===== config.mk =====
export PLATFORM = sky130hd
export DESIGN_NAME = pipe_src_arbiter
export DESIGN_NICKNAME = d
export VERILOG_FILES = /design/src/rtl/pipe_src_arbiter.sv
export SDC_FILE = /design/constraint.sdc
export NUM_CORES = 1
export LEC_CHECK = 0
export BUFFER_PORTS_ARGS = -buffer_cell sky130_fd_sc_hd__buf_2
export CAP_MARGIN = 40
export CORE_MARGIN = 2
export CORE_UTILIZATION = 35
export DETAILED_ROUTE_END_ITERATION = 10
export HOLD_SLACK_MARGIN = 0.03
export PLACE_DENSITY = 0.67
export SLEW_MARGIN = 20
export SYNTH_ARGS = -nofsm -noshare
export SYNTH_HDL_FRONTEND = slang
export SYNTH_SLANG_ARGS = --single-unit
export TNS_END_PERCENT = 50

===== constraint.sdc =====
create_clock -name clk_in -period 7.75 [get_ports clk_in]
set_input_delay 1.55 -clock clk_in [delete_from_list [all_inputs] [get_ports clk_in]]
set_output_delay 1.55 -clock clk_in [all_outputs]
set_load 0.01 [all_outputs]

===== src/rtl/pipe_src_arbiter.sv =====
// Round-robin scheduler that merges N_SRC strobed sample sources onto one pipeline input.
// Optional overwrite counter: define ARB_DROP_CNT_EN to build drop_cnt_out logic.
module pipe_src_arbiter #(
  parameter int unsigned          N_SRC        = 8,
  parameter int unsigned          W_SRC        = 5,
  parameter int unsigned          W_DIN        = 18,
  parameter int unsigned          W_WR_ADDR    = 16,
  parameter int unsigned          W_WR_DATA    = 48,
  parameter logic [W_WR_ADDR-1:0] ADDR_SRC_EN  = 16'h0040,
  parameter logic [W_WR_ADDR-1:0] ADDR_OVF_CLR = 16'h0041,
  parameter logic [N_SRC-1:0]     EN_RST       = '1
) (
  input  logic                   clk_in,
  input  logic                   rst_in,
  input  logic [N_SRC-1:0]       src_dv_in,
  input  logic [N_SRC*W_DIN-1:0] src_data_in,
  input  logic                   pipe_ready_in,
  input  logic                   wr_en,
  input  logic [W_WR_ADDR-1:0]   wr_addr,
  input  logic [W_WR_DATA-1:0]   wr_data,
  output logic                   dv_out,
  output logic [W_SRC-1:0]       src_out,
  output logic [W_DIN-1:0]       data_out,
  output logic [N_SRC-1:0]       ovf_out,
  output logic [15:0]            drop_cnt_out
);

  logic [N_SRC-1:0] en_mask_q, en_mask_d;
  logic [N_SRC-1:0] pending_q, pending_d;
  logic [N_SRC-1:0] ovf_q, ovf_d;
  logic [W_SRC-1:0] rr_q, rr_d;
  logic [W_DIN-1:0] hold_q [N_SRC];

  logic             dv_q;
  logic [W_SRC-1:0] src_q;
  logic [W_DIN-1:0] data_q;

  logic             en_wr, clr_wr;
  logic [N_SRC-1:0] keep_mask, clr_mask;
  logic [N_SRC-1:0] elig, elig_hi;
  logic [N_SRC-1:0] cap, overwrite, grant_oh;
  logic             grant_vld;
  logic [W_SRC-1:0] grant_idx;
  logic [W_DIN-1:0] grant_data;

  assign en_wr     = wr_en && (wr_addr == ADDR_SRC_EN);
  assign clr_wr    = wr_en && (wr_addr == ADDR_OVF_CLR);
  // A source disabled this cycle loses its pending sample and cannot be granted or captured.
  assign keep_mask = en_wr  ? wr_data[N_SRC-1:0] : {N_SRC{1'b1}};
  assign clr_mask  = clr_wr ? wr_data[N_SRC-1:0] : {N_SRC{1'b0}};
  assign elig      = pending_q & keep_mask;

  if (W_WR_DATA > N_SRC) begin : g_wr_data_unused
    logic unused_wr_data;
    assign unused_wr_data = ^wr_data[W_WR_DATA-1:N_SRC];
  end

  // Round-robin pick: lowest eligible index at or above rr, else lowest eligible overall.
  always_comb begin
    elig_hi = '0;
    for (int i = 0; i < int'(N_SRC); i++) begin
      elig_hi[i] = elig[i] && (i >= int'(rr_q));
    end

    grant_vld = pipe_ready_in && (|elig);
    grant_idx = '0;
    if (|elig_hi) begin
      for (int i = int'(N_SRC) - 1; i >= 0; i--) begin
        if (elig_hi[i]) grant_idx = W_SRC'(i);
      end
    end else begin
      for (int i = int'(N_SRC) - 1; i >= 0; i--) begin
        if (elig[i]) grant_idx = W_SRC'(i);
      end
    end

    grant_oh   = '0;
    grant_data = '0;
    for (int i = 0; i < int'(N_SRC); i++) begin
      if (grant_vld && (grant_idx == W_SRC'(i))) begin
        grant_oh[i] = 1'b1;
        grant_data  = hold_q[i];
      end
    end
  end

  always_comb begin
    cap       = src_dv_in & en_mask_q & keep_mask;
    // Granted source re-strobed in the same cycle is a refill, not an overwrite.
    overwrite = cap & pending_q & ~grant_oh;
    pending_d = ((pending_q & ~grant_oh) | cap) & keep_mask;
    ovf_d     = (ovf_q & ~clr_mask) | overwrite;
    en_mask_d = en_wr ? wr_data[N_SRC-1:0] : en_mask_q;

    rr_d = rr_q;
    if (grant_vld) begin
      rr_d = (grant_idx == W_SRC'(N_SRC - 1)) ? '0 : grant_idx + W_SRC'(1);
    end
  end

  always_ff @(posedge clk_in) begin
    if (rst_in) begin
      en_mask_q <= EN_RST;
      pending_q <= '0;
      ovf_q     <= '0;
      rr_q      <= '0;
      dv_q      <= 1'b0;
      src_q     <= '0;
      data_q    <= '0;
    end else begin
      en_mask_q <= en_mask_d;
      pending_q <= pending_d;
      ovf_q     <= ovf_d;
      rr_q      <= rr_d;
      dv_q      <= grant_vld;
      if (grant_vld) begin
        src_q  <= grant_idx;
        data_q <= grant_data;
      end
    end
  end

  // Sample storage needs no reset: pending_q gates every use.
  always_ff @(posedge clk_in) begin
    for (int i = 0; i < int'(N_SRC); i++) begin
      if (cap[i]) hold_q[i] <= src_data_in[i*W_DIN +: W_DIN];
    end
  end

  assign dv_out   = dv_q;
  assign src_out  = src_q;
  assign data_out = data_q;
  assign ovf_out  = ovf_q;

`ifdef ARB_DROP_CNT_EN
  localparam int unsigned W_INC = $clog2(N_SRC + 1);

  logic [W_INC-1:0] drop_inc;
  logic [16:0]      drop_sum;
  logic [15:0]      drop_cnt_q, drop_cnt_d;

  always_comb begin
    drop_inc = '0;
    for (int i = 0; i < int'(N_SRC); i++) begin
      drop_inc = drop_inc + W_INC'(overwrite[i]);
    end
    drop_sum = {1'b0, drop_cnt_q} + 17'(drop_inc);
    if (clr_wr) begin
      drop_cnt_d = 16'(drop_inc);
    end else if (drop_sum[16]) begin
      drop_cnt_d = 16'hFFFF;
    end else begin
      drop_cnt_d = drop_sum[15:0];
    end
  end

  always_ff @(posedge clk_in) begin
    if (rst_in) begin
      drop_cnt_q <= '0;
    end else begin
      drop_cnt_q <= drop_cnt_d;
    end
  end

  assign drop_cnt_out = drop_cnt_q;
`else
  assign drop_cnt_out = 16'h0000;
`endif

endmodule


Word level (Yosys, flattened, before mapping)
Memories as Yosys holds them, arrays and structs flattened.
Index checks and enable logic that the tools add are counted.
- memory bits (read-only): 0
- output and inout bits: 48
- latch bits: 0
- memories kept: 1
- register bits after elaboration: 53
- logic and storage cells: 112
- input bits: 220
- RAM bits: 144
- memory list (name ; words ; width ; rd ports ; clocked after memory_dff ; write ports ; line ; source):
    hold_q ; 8 ; 18 ; 8 ; 0 ; 8 ; 32 ; logic [W_DIN-1:0] hold_q [N_SRC];
- bitwise gates (word level): 12
- multiply operators: 0
- equality and inequality tests: 9
- order comparisons: 8
- reduce and logical (&&, ||, !) cells: 22
- mux-type cells: 52
- shift-type cells: 0
- add/sub/neg operators: 1
- div/mod/pow operators: 0
- operators by type and width (kind ; number):
    two-way mux 18 bit ; 8
    two-way mux 5 bit ; 16
    bitwise AND 8 bit ; 8
    equality test 16 x 7 -> 1 bit, second input constant ; 2
    two-way mux 1 bit ; 24
    equality test 5 x 3 -> 1 bit, second input constant ; 4
    greater-or-equal comparator 3 x 5 -> 1 bit, first input constant ; 4
    logical AND 1 bit ; 19
    two-way mux 8 bit ; 2
    inverter 8 bit ; 2
    bitwise OR 8 bit ; 2
    OR reduction 8 bit ; 2
    equality test 5 x 2 -> 1 bit, second input constant ; 2
    greater-or-equal comparator 1 x 5 -> 1 bit, first input constant ; 2
    greater-or-equal comparator 2 x 5 -> 1 bit, first input constant ; 2
    two-way mux 3 bit ; 2
    adder 5 x 1 -> 5 bit, second input constant ; 1
    equality test 5 x 1 -> 1 bit, second input constant ; 1
    logical NOT 5 bit ; 1

Depth between registers and ports, before layout
Gate-level depths: netlist (run 1).
- depth after elaboration: 24
- mapped depth: 18
- mapped depth without buffers: 15

Least setup slack after synthesis (run 1)
No wires, ideal clock.
- kind: in2reg
- from: input wr_addr[1]
- to: register data_q[14] (netlist: data_out[14])
- required time: 7662 ps
- setup time: 88 ps
- buffers on the path: 3
- stages: 14
- data arrival time: 4923 ps
- slack: 2739 ps
- cell sequence: nor4_4 -> nand4_4 -> buf_6 -> o31ai_4 -> o32ai_1 -> nand2b_1 -> buf_4 -> o32a_1 -> ha_1 -> clkbuf_1 -> nor2_1 -> nor4b_4 -> a221oi_1 -> a311oi_2
- cells in the longest elaborated chain, start to end: 24
- elaborated cells on any way between the ends: 56
- those cells by class: eq/ne: 8; mux: 26; bitwise: 1; reduce/logical: 21
- ends and longest elaborated chain (what ; line ; source):
    start, declared ; 19 ; input logic [W_WR_ADDR-1:0] wr_addr,
    equality test 16 x 7 -> 1 bit (*) ; 46 ; assign en_wr = wr_en && (wr_addr == ADDR_SRC_EN);
    logical AND 1 bit (*) ; 46 ;
    two-way mux 8 bit (*) ; 49 ; assign keep_mask = en_wr ? wr_data[N_SRC-1:0] : {N_SRC{1'b1}};
    bitwise AND 8 bit (*) ; 51 ; assign elig = pending_q & keep_mask;
    logical AND 1 bit ; 62 ; elig_hi[i] = elig[i] && (i >= int'(rr_q));
    two-way mux 3 bit ; 69 ; if (elig_hi[i]) grant_idx = W_SRC'(i);
    two-way mux 5 bit (7 in a row) ; 69 ;
    two-way mux 5 bit ; 67 ; if (|elig_hi) begin
    logical NOT 5 bit ; 80 ; if (grant_vld && (grant_idx == W_SRC'(i))) begin
    logical AND 1 bit ; 80 ;
    two-way mux 18 bit (8 in a row) ; 80 ;
    end signal, assigned ; 118 ; data_q <= grant_data;
    end, declared ; 36 ; logic [W_DIN-1:0] data_q;
Mark *: on every way between the ends. The rest lies on a longest branch, timed or not.
A chain may end at the register's enable or synchronous reset.

Worst setup path after layout (run 1)
- from: input wr_addr[1]
- to: register data_q[14] (netlist: data_out[14])
- cells in the longest elaborated chain, start to end: 24
- elaborated cells on any way between the ends: 56
- those cells by class: eq/ne: 8; mux: 26; bitwise: 1; reduce/logical: 21
- ends and longest elaborated chain (what ; line ; source):
    equality test 16 x 7 -> 1 bit (*) ; 46 ;
    logical AND 1 bit (*) ; 46 ;
    two-way mux 8 bit (*) ; 49 ;
    bitwise AND 8 bit (*) ; 51 ;
    logical AND 1 bit ; 62 ;
    two-way mux 3 bit ; 69 ;
    two-way mux 5 bit (7 in a row) ; 69 ;
    two-way mux 5 bit (*) ; 67 ;
    via grant_idx[0] ; 43 ; logic [W_SRC-1:0] grant_idx;
    logical NOT 5 bit ; 80 ;
    logical AND 1 bit ; 80 ;
    two-way mux 18 bit (7 in a row) ; 80 ;
    two-way mux 18 bit (*) ; 80 ;
Mark *: on every way through the listed nets, which the timed path passes. The rest lies on a longest branch.

==> results_tabular.tex, run 1 <==
\begin{tabular}{lr}
\hline
Metric & Value \\
\hline
\multicolumn{2}{l}{\textbf{Outcome}} \\
Outcome & completed \\
\multicolumn{2}{l}{\textbf{Power and ir drop}} \\
Switching component of the power & 864 µW \\
Power per unit of standard cell area & roughly 260 nW/µm² \\
Combinational share of power & 23.1\% \\
Leakage dissipation & 4.15 nW \\
Fraction of power spent switching nets & 31.8\% \\
Share of total power in sequential cells & 44.9\% \\
Internal power of the cells & 1.85 mW \\
Clock share of power & between 30\% and 40\% \\
IR drop worst, VDD & 0.141 mV \\
\multicolumn{2}{l}{\textbf{Synthesis}} \\
Post-synth EDFFs & 144 \\
Distinct cell type count of the synthesized netlist & $\sim$70 \\
Compound-gate portion of the synthesized area & 18.5\% \\
Most instantiated cells after synthesis & edfxtp\_1, nand2\_1, nor2\_1 \\
Total of flip-flops plus latches after synthesis & slightly below 200 \\
Main combinational cell family by area after synthesis & compound AO/OA/AOI/OAI gates \\
Cell area after synthesis & 8450 µm² \\
Adder-cell share of the synthesized area & less than 1\% \\
Cells after synthesis & 675 \\
Multiplexer fraction of the synthesized cell area & 0\% \\
Share of synthesized flip-flops with an asynchronous set or reset & 0\% \\
Fraction of the mapped netlist area in simple logic gates & 13.2\% \\
Primary flip-flop cell chosen by synthesis mapping & edfxtp\_1 \\
Yosys warnings & 0 \\
Cell with the most instances after synthesis & edfxtp\_1 \\
Share of the yosys chip area belonging to registers & roughly 63\% \\
Fraction of synthesized cell area taken by the top area cell type & 51.2\% \\
Library cell with the largest summed area after synthesis & edfxtp\_1 \\
Top cells by area in the synthesized netlist & edfxtp\_1, dfxtp\_1, nand2\_1, nor2\_1, and3\_1 \\
XOR/XNOR Fraction of Synth Area & 0\% \\
Avg Cell Area, Syn & 12.5 µm² \\
\multicolumn{2}{l}{\textbf{Drt}} \\
Aggregate routed wire length & approximately 24 mm \\
Via density per instance & 5.25 \\
Routed length per instance & about 19 µm \\
Iteration count of the initial detailed-routing pass & 4 \\
Antenna-violating nets left & 0 \\
Starting DRC count in detailed routing & 458 \\
Remaining routing DRC violations & 0 \\
Vias & $\sim$6,400 \\
\multicolumn{2}{l}{\textbf{Clocking}} \\
Post-CTS sizing & 0 \\
Clock input transition at the sequential cells of the worst setup and hold paths & 0.08 ns \\
Clock latency reported for the late side of the worst-skew pair & between 0.4 and 0.5 ns \\
Clock H-tree levels & 4 \\
Hold-fix buffers at CTS & 0 \\
CTS Root Buffer Type & clkbuf\_16 \\
CTS tree & done \\
Deepest clock path buffer count & 2 \\
Clk sinks & $\sim$190 \\
Number of buffers created by CTS & 17 \\
Number of setup buffers added after CTS & 0 \\
\multicolumn{2}{l}{\textbf{Setup path}} \\
Type of origin of the critical path & primary input \\
Type of element capturing the critical path & register \\
Data arrival at the endpoint of the critical path & 6.05 ns \\
Required time of the worst setup path & 8.04 ns \\
Worst Path Class, Setup & primary input to register \\
Biggest fanout along the worst timing path & 18 \\
Flop2flop setup slack & approximately 3.3 ns \\
Maximum cell stage delay along the critical path & about 0.53 ns \\
Startpoint of the worst register-to-register path & rr\_q[2] \\
Library cell contributing the largest single delay on the critical path & o31ai\_2 \\
Family with the most delay on the worst path & compound AO/OA/AOI/OAI gates \\
Crit path buf inv count & 4 \\
Worst path cell trace & buf\_2 -> nor4\_4 -> nand4\_4 -> o31ai\_2 -> o32ai\_1 -> nand2b\_1 -> o32a\_1 -> inv\_1 -> ha\_1 -> ha\_1 -> buf\_4 -> inv\_1 -> nand2\_1 -> nor3\_2 -> a221oi\_1 -> a311oi\_2 \\
Worst reg2reg path endpoint & data\_out[14] \\
Crit path depth & 16 \\
Depth of the most critical reg-to-reg path & 14 \\
\multicolumn{2}{l}{\textbf{GRT}} \\
Met1 track utilization from global routing & around a quarter \\
Pin count of the biggest net entering global routing & 43 \\
Global routing's busiest layer & met2 \\
Global-route wire length before repair & 35.9 mm \\
Antenna violations before repair & 4 \\
Fraction of met2 tracks used by global routing & 30.9\% \\
GRT overflow & 0 \\
Grt met3 use & 4.04\% \\
Global Route Usage Sum & 18.6\% \\
Vias in the first global route & around 6,400 \\
\multicolumn{2}{l}{\textbf{Placement}} \\
IO buf count & 209 \\
Half-perimeter wire length after detailed placement & 17.0 mm \\
Placer's final routability congestion estimate & 0.804 \\
\multicolumn{2}{l}{\textbf{STA}} \\
Headroom to the max-slew limit & 47.5\% \\
Setup-failing EPs final & 0 \\
Achievable clock frequency & 174 MHz \\
Final sum of negative setup slack & 0 ns \\
Clock period minus worst slack & 5.75 ns \\
Final-report max-slew violation count & 0 \\
Setup repair after global routing missed its margin & false \\
Slew at the pin closest to its max-slew limit & 0.788 ns \\
Worst clock skew & 0.00999 ns \\
Final count of hold timing violations & 0 \\
Share of the clock period used by the worst path & 74.2\% \\
\multicolumn{2}{l}{\textbf{Hold path}} \\
Worst Hold Depth & 2 \\
Launch point of the worst hold path & ovf\_out[0] \\
Worst min-delay path class & register to register \\
Endpoint of the worst hold-timing path & ovf\_out[0] \\
\multicolumn{2}{l}{\textbf{Cells and area}} \\
Final core utilization & 44.1\% \\
Combined flip-flop and latch cell area & 5330 µm² \\
\# fillers & 2,261 \\
Layout Nets & 1,102 \\
Multi-input logic area & 2850 µm² \\
Area growth syn-to-layout & 23.3\% \\
Share of layout cells above drive strength 1 & 33.0\% \\
\multicolumn{2}{l}{\textbf{Floorplanning}} \\
I/O pin count & roughly 270 \\
Standard-cell row count & 56 \\
Core Box Area & 23,600 µm² \\
Starting density of the core & 35.8\% \\
Chip height & 159 µm \\
Area of the die & around 25,000 µm² \\
Overall die width & 159 µm \\
\multicolumn{2}{l}{\textbf{Run}} \\
Total of max-cap violations & 0 \\
\hline
\end{tabular}
==> power groups by stage <==
stage	registers, mW	logic, mW	clock network [mW]
global placement	1.24	0.610	0
finish	1.22	0.629	0.867
global route	1.23	0.691	0.933
detailed placement	1.24	0.620	0
CTS	1.22	0.622	0.887
floorplan	1.25	0.382	0
==> cell families (layout without fill, tap and decap cells) <==
logic type / after synthesis / in the layout
AO/OA/AOI/OAI: 204 / 204
adder cells (fa/ha/maj): 6 / 6
buffers and inverters: 72 / 269
flip-flops: 194 / 194
other: 1 / 21
AND/OR/NAND/NOR: 198 / 198
==> worst register-to-register path, stage by stage, from the launching register on <==
cell	delay [ns]
dfxtp_1	0.38
or2_2	0.31
or3_1	0.33
o32ai_1	0.19
nand2b_1	0.48
o32a_1	0.38
inv_1	0.11
ha_1	0.24
ha_1	0.32
buf_4	0.27
inv_1	0.24
nand2_1	0.13
nor3_2	0.56
a221oi_1	0.23
a311oi_2	0.23
==> flip-flops by register name, indices dropped and copies added (netlist names) <==
signal / count
pending_q: 8
dv_out: 1
hold_q: 144
src_out: 3
ovf_out: 8
rr_q: 4
en_mask_q: 8
data_out: 18
==> worst max-delay path by stage <==
stage / end / from / slack [ns]
floorplan: data_out[14] / wr_addr[1] / 2.74
global placement: data_out[14] / wr_addr[1] / 1.51
detailed placement: data_out[14] / wr_addr[1] / 1.46
CTS: data_out[14] / wr_addr[1] / 1.93
global route: data_out[13] / wr_addr[1] / 1.67
finish: data_out[14] / wr_addr[1] / 2.00
==> per-stage QoR <==
step | std cells | instance area (µm²) | total power, mW | hold WS, ns | setup WS (ns)
CTS | 1205 | 10400 | 2.73 | 0.455 | 1.93
global route | 1210 | 10400 | 2.85 | 0.479 | 1.67
floorplan | 692 | 8520 | 1.63 | 0.457 | 2.74
detailed placement | 1173 | 9790 | 1.86 | 0.445 | 1.46
global placement | 1169 | 9730 | 1.85 | 0.440 | 1.51
finish | 1211 | 10400 | 2.72 | 0.454 | 2.00
==> placed cells by master (no fill, tap or decap), drive strengths merged, types with 5 or more instances in the layout <==
cell type and n:
o21ai 24, nor2 52, clkbuf 17, a211o 9, nor3b 7, dfxtp 50
a31oi 12, o211ai 11, o31a 5, o31ai 8, inv 20, and3 26
ha 6, edfxtp 144, nand3 8, nand2 59, nor4 6, a211oi 15
a21oi 29, a221oi 16, a32oi 9, conb 18, buf 226, o221ai 7
o22ai 6, o2bb2ai 7, o21bai 16, nand4 13
==> cell type report <==
class,instances,area share (%)
flip-flops and latches,194,51.1
multi-input cells,426,27.3
repair buffers,227,11.8
clock buffers,17,4.08
well taps,319,3.83
clock inverters,15,1.45
inverters,10,0.360
diodes,3,0.0720
==> layer usage <==
layer,vias to the layer above,part of all wire (%)
li1,3014,-
met1,3057,43
met2,239,48
met3,44,5.9
met4,2,3.5
met5,-,0.055
Power figures use the tool's default switching activity.
==> inputs of run 2 (changes only) <==
==> constraint.sdc (replaced) <==
create_clock -name clk_in -period 5.6 [get_ports clk_in]
set_input_delay 1.12 -clock clk_in [delete_from_list [all_inputs] [get_ports clk_in]]
set_output_delay 1.12 -clock clk_in [all_outputs]
set_load 0.01 [all_outputs]
==> run 2 against run 1 <==
  * Clock skew is 0.0031 ns higher
  * Via count up 0.47%
  * Sequential cell count is the same
  * Combinational power grew 39%
  * Largest cell class unchanged
  * Sequential power is 39% higher
==> results_tabular.tex, run 2 (synthesis gave the netlist of run 1 again) <==
\begin{tabular}{lr}
\hline
Metric & Value \\
\hline
\multicolumn{2}{l}{\textbf{Cells and area}} \\
Most common cell after layout, fill and taps aside & buf\_2 \\
Biggest register & hold\_q \\
Area growth syn-to-layout & 23.8\% \\
Layout Nets & 1,107 \\
Share of layout cells above drive strength 1 & 33.2\% \\
Leading cell types in the layout, fill and taps excluded & buf\_2, edfxtp\_1, nand2\_1 \\
Filler-free cell count of the finished design & 1,216 \\
Final core utilization & 44.3\% \\
Flip-flop count of the largest register, all copies and words added & between 100 and 150 \\
\multicolumn{2}{l}{\textbf{Power and ir drop}} \\
Leakage dissipation & between 4 and 5 nW \\
Internal power of the cells & 2.60 mW \\
Share of total power in sequential cells & around 45\% \\
Switching component of the power & between 1 and 1.5 mW \\
Power per unit of standard cell area & between 300 and 400 nW/µm² \\
Combinational share of power & 23.2\% \\
IR drop worst, VDD & $\sim$0.24 mV \\
Clock share of power & 32.0\% \\
Power after layout & 3.78 mW \\
Fraction of power spent switching nets & 31.1\% \\
\multicolumn{2}{l}{\textbf{Setup path}} \\
Required time of the worst setup path & 5.94 ns \\
Worst Path Class, Setup & primary input to register \\
Depth of the most critical reg-to-reg path & 12 \\
Type of element capturing the critical path & register \\
Biggest fanout along the worst timing path & 16 \\
Type of origin of the critical path & primary input \\
Data arrival at the endpoint of the critical path & 5.20 ns \\
\multicolumn{2}{l}{\textbf{Clocking}} \\
Clock H-tree levels & 4 \\
Hold-fix buffers at CTS & 0 \\
CTS Root Buffer Type & clkbuf\_16 \\
Deepest clock path buffer count & 2 \\
CTS tree & done \\
Clk sinks & 194 \\
Clock latency reported for the late side of the worst-skew pair & around 0.43 ns \\
Post-CTS sizing & 0 \\
Clock input transition at the sequential cells of the worst setup and hold paths & 0.08 ns \\
Number of buffers created by CTS & 17 \\
Number of setup buffers added after CTS & 0 \\
\multicolumn{2}{l}{\textbf{STA}} \\
Achievable clock frequency & roughly 200 MHz \\
Final count of hold timing violations & 0 \\
Final sum of negative setup slack & 0 ns \\
Setup-failing EPs final & 0 \\
Setup repair after global routing missed its margin & false \\
Share of the clock period used by the worst path & 86.8\% \\
Slew at the pin closest to its max-slew limit & $\sim$0.75 ns \\
Worst clock skew & 0.0131 ns \\
Final-report max-slew violation count & 0 \\
Clock period minus worst slack & 4.86 ns \\
Min Hold Slack & 0.452 ns \\
Headroom to the max-slew limit & 50.0\% \\
\multicolumn{2}{l}{\textbf{Floorplanning}} \\
Core Box Area & about 24,000 µm² \\
I/O pin count & 268 \\
Standard-cell row count & between 50 and 60 \\
Area of the die & 25,400 µm² \\
Starting density of the core & 35.8\% \\
Chip height & 159 µm \\
Overall die width & 159 µm \\
\multicolumn{2}{l}{\textbf{Drt}} \\
Aggregate routed wire length & 23.9 mm \\
Remaining routing DRC violations & 0 \\
Vias & 6,386 \\
Via density per instance & 5.25 \\
Antenna-violating nets left & 0 \\
Starting DRC count in detailed routing & 515 \\
Iteration count of the initial detailed-routing pass & 5 \\
Routed length per instance & 19.7 µm \\
\multicolumn{2}{l}{\textbf{Run}} \\
Total of max-cap violations & 0 \\
\multicolumn{2}{l}{\textbf{Placement}} \\
Half-perimeter wire length after detailed placement & 17.3 mm \\
Post-Place Cells & between 1,000 and 1,500 \\
Placer's final routability congestion estimate & 0.834 \\
IO buf count & 209 \\
\multicolumn{2}{l}{\textbf{GRT}} \\
Pin count of the biggest net entering global routing & 40 \\
Global-route wire length before repair & approximately 37 mm \\
Antenna violations before repair & 4 \\
GRT overflow & 0 \\
Vias in the first global route & 6,427 \\
Global Route Usage Sum & 18.8\% \\
\multicolumn{2}{l}{\textbf{Hold path}} \\
Worst min-delay path class & register to register \\
Worst Hold Depth & 2 \\
\multicolumn{2}{l}{\textbf{Outcome}} \\
Outcome & completed \\
\hline
\end{tabular}
run 2: worst max-delay path, cell delays in order:
cell and delay (ns):
buf_2 0.11, nor4_4 0.38, nand4_4 0.34, o31ai_2 0.48, o21ai_0 0.19, a31oi_1 0.22, o32a_1 0.33, inv_1 0.13
ha_1 0.27, inv_1 0.21, nand2_1 0.33, nor4b_4 0.64, a221oi_1 0.20, a311oi_2 0.23
run 2: path summary, 6_finish.rpt:
| check | endpoint | from | slack, ns |
|---|---|---|---|
| worst max register to register | data_out[14] | rr_q[2] | 1.81 |
| worst max-delay path | data_out[14] | wr_addr[1] | 0.74 |
| worst min register to register | ovf_out[0] | ovf_out[0] | 0.45 |
| worst min-delay path | ovf_out[0] | ovf_out[0] | 0.45 |
run 2: metrics by stage:
step	worst slack, ns	cell area (µm²)
global route	0.389	10500
CTS	0.750	10400
global placement	0.401	9800
floorplan	1.02	8520
detailed placement	0.284	9850
finish	0.741	10500
run 2: power by group through the flow:
stage	sequential, mW	combinational, mW	clock (mW)
final	1.69	0.874	1.21
after global routing	1.70	0.966	1.29
after CTS	1.69	0.885	1.23
after detailed placement	1.72	0.883	0
after global placement	1.72	0.868	0
after floorplan	1.72	0.528	0
run 2: per-layer routing:
| metal | global-route usage (%) | vias to the layer above | wire length (µm) |
|---|---|---|---|
| met3 | 4.22 | 23 | 1480 |
| li1 | - | 3011 | - |
| met5 | 0 | - | 13 |
| met4 | 5.41 | 2 | 448 |
| met1 | 23.8 | 3085 | 10200 |
| met2 | 32.5 | 265 | 11800 |
run 2: area by class of cell:
| type | count | area, µm² |
|---|---|---|
| fillers | 2221 | 13100 |
| flip-flops and latches | 194 | 5330 |
| multi-input cells | 426 | 2850 |
| repair buffers | 232 | 1270 |
| clock buffers | 18 | 429 |
| well taps | 319 | 399 |
| clock inverters | 14 | 145 |
| inverters | 10 | 37.5 |
| diodes | 3 | 7.51 |
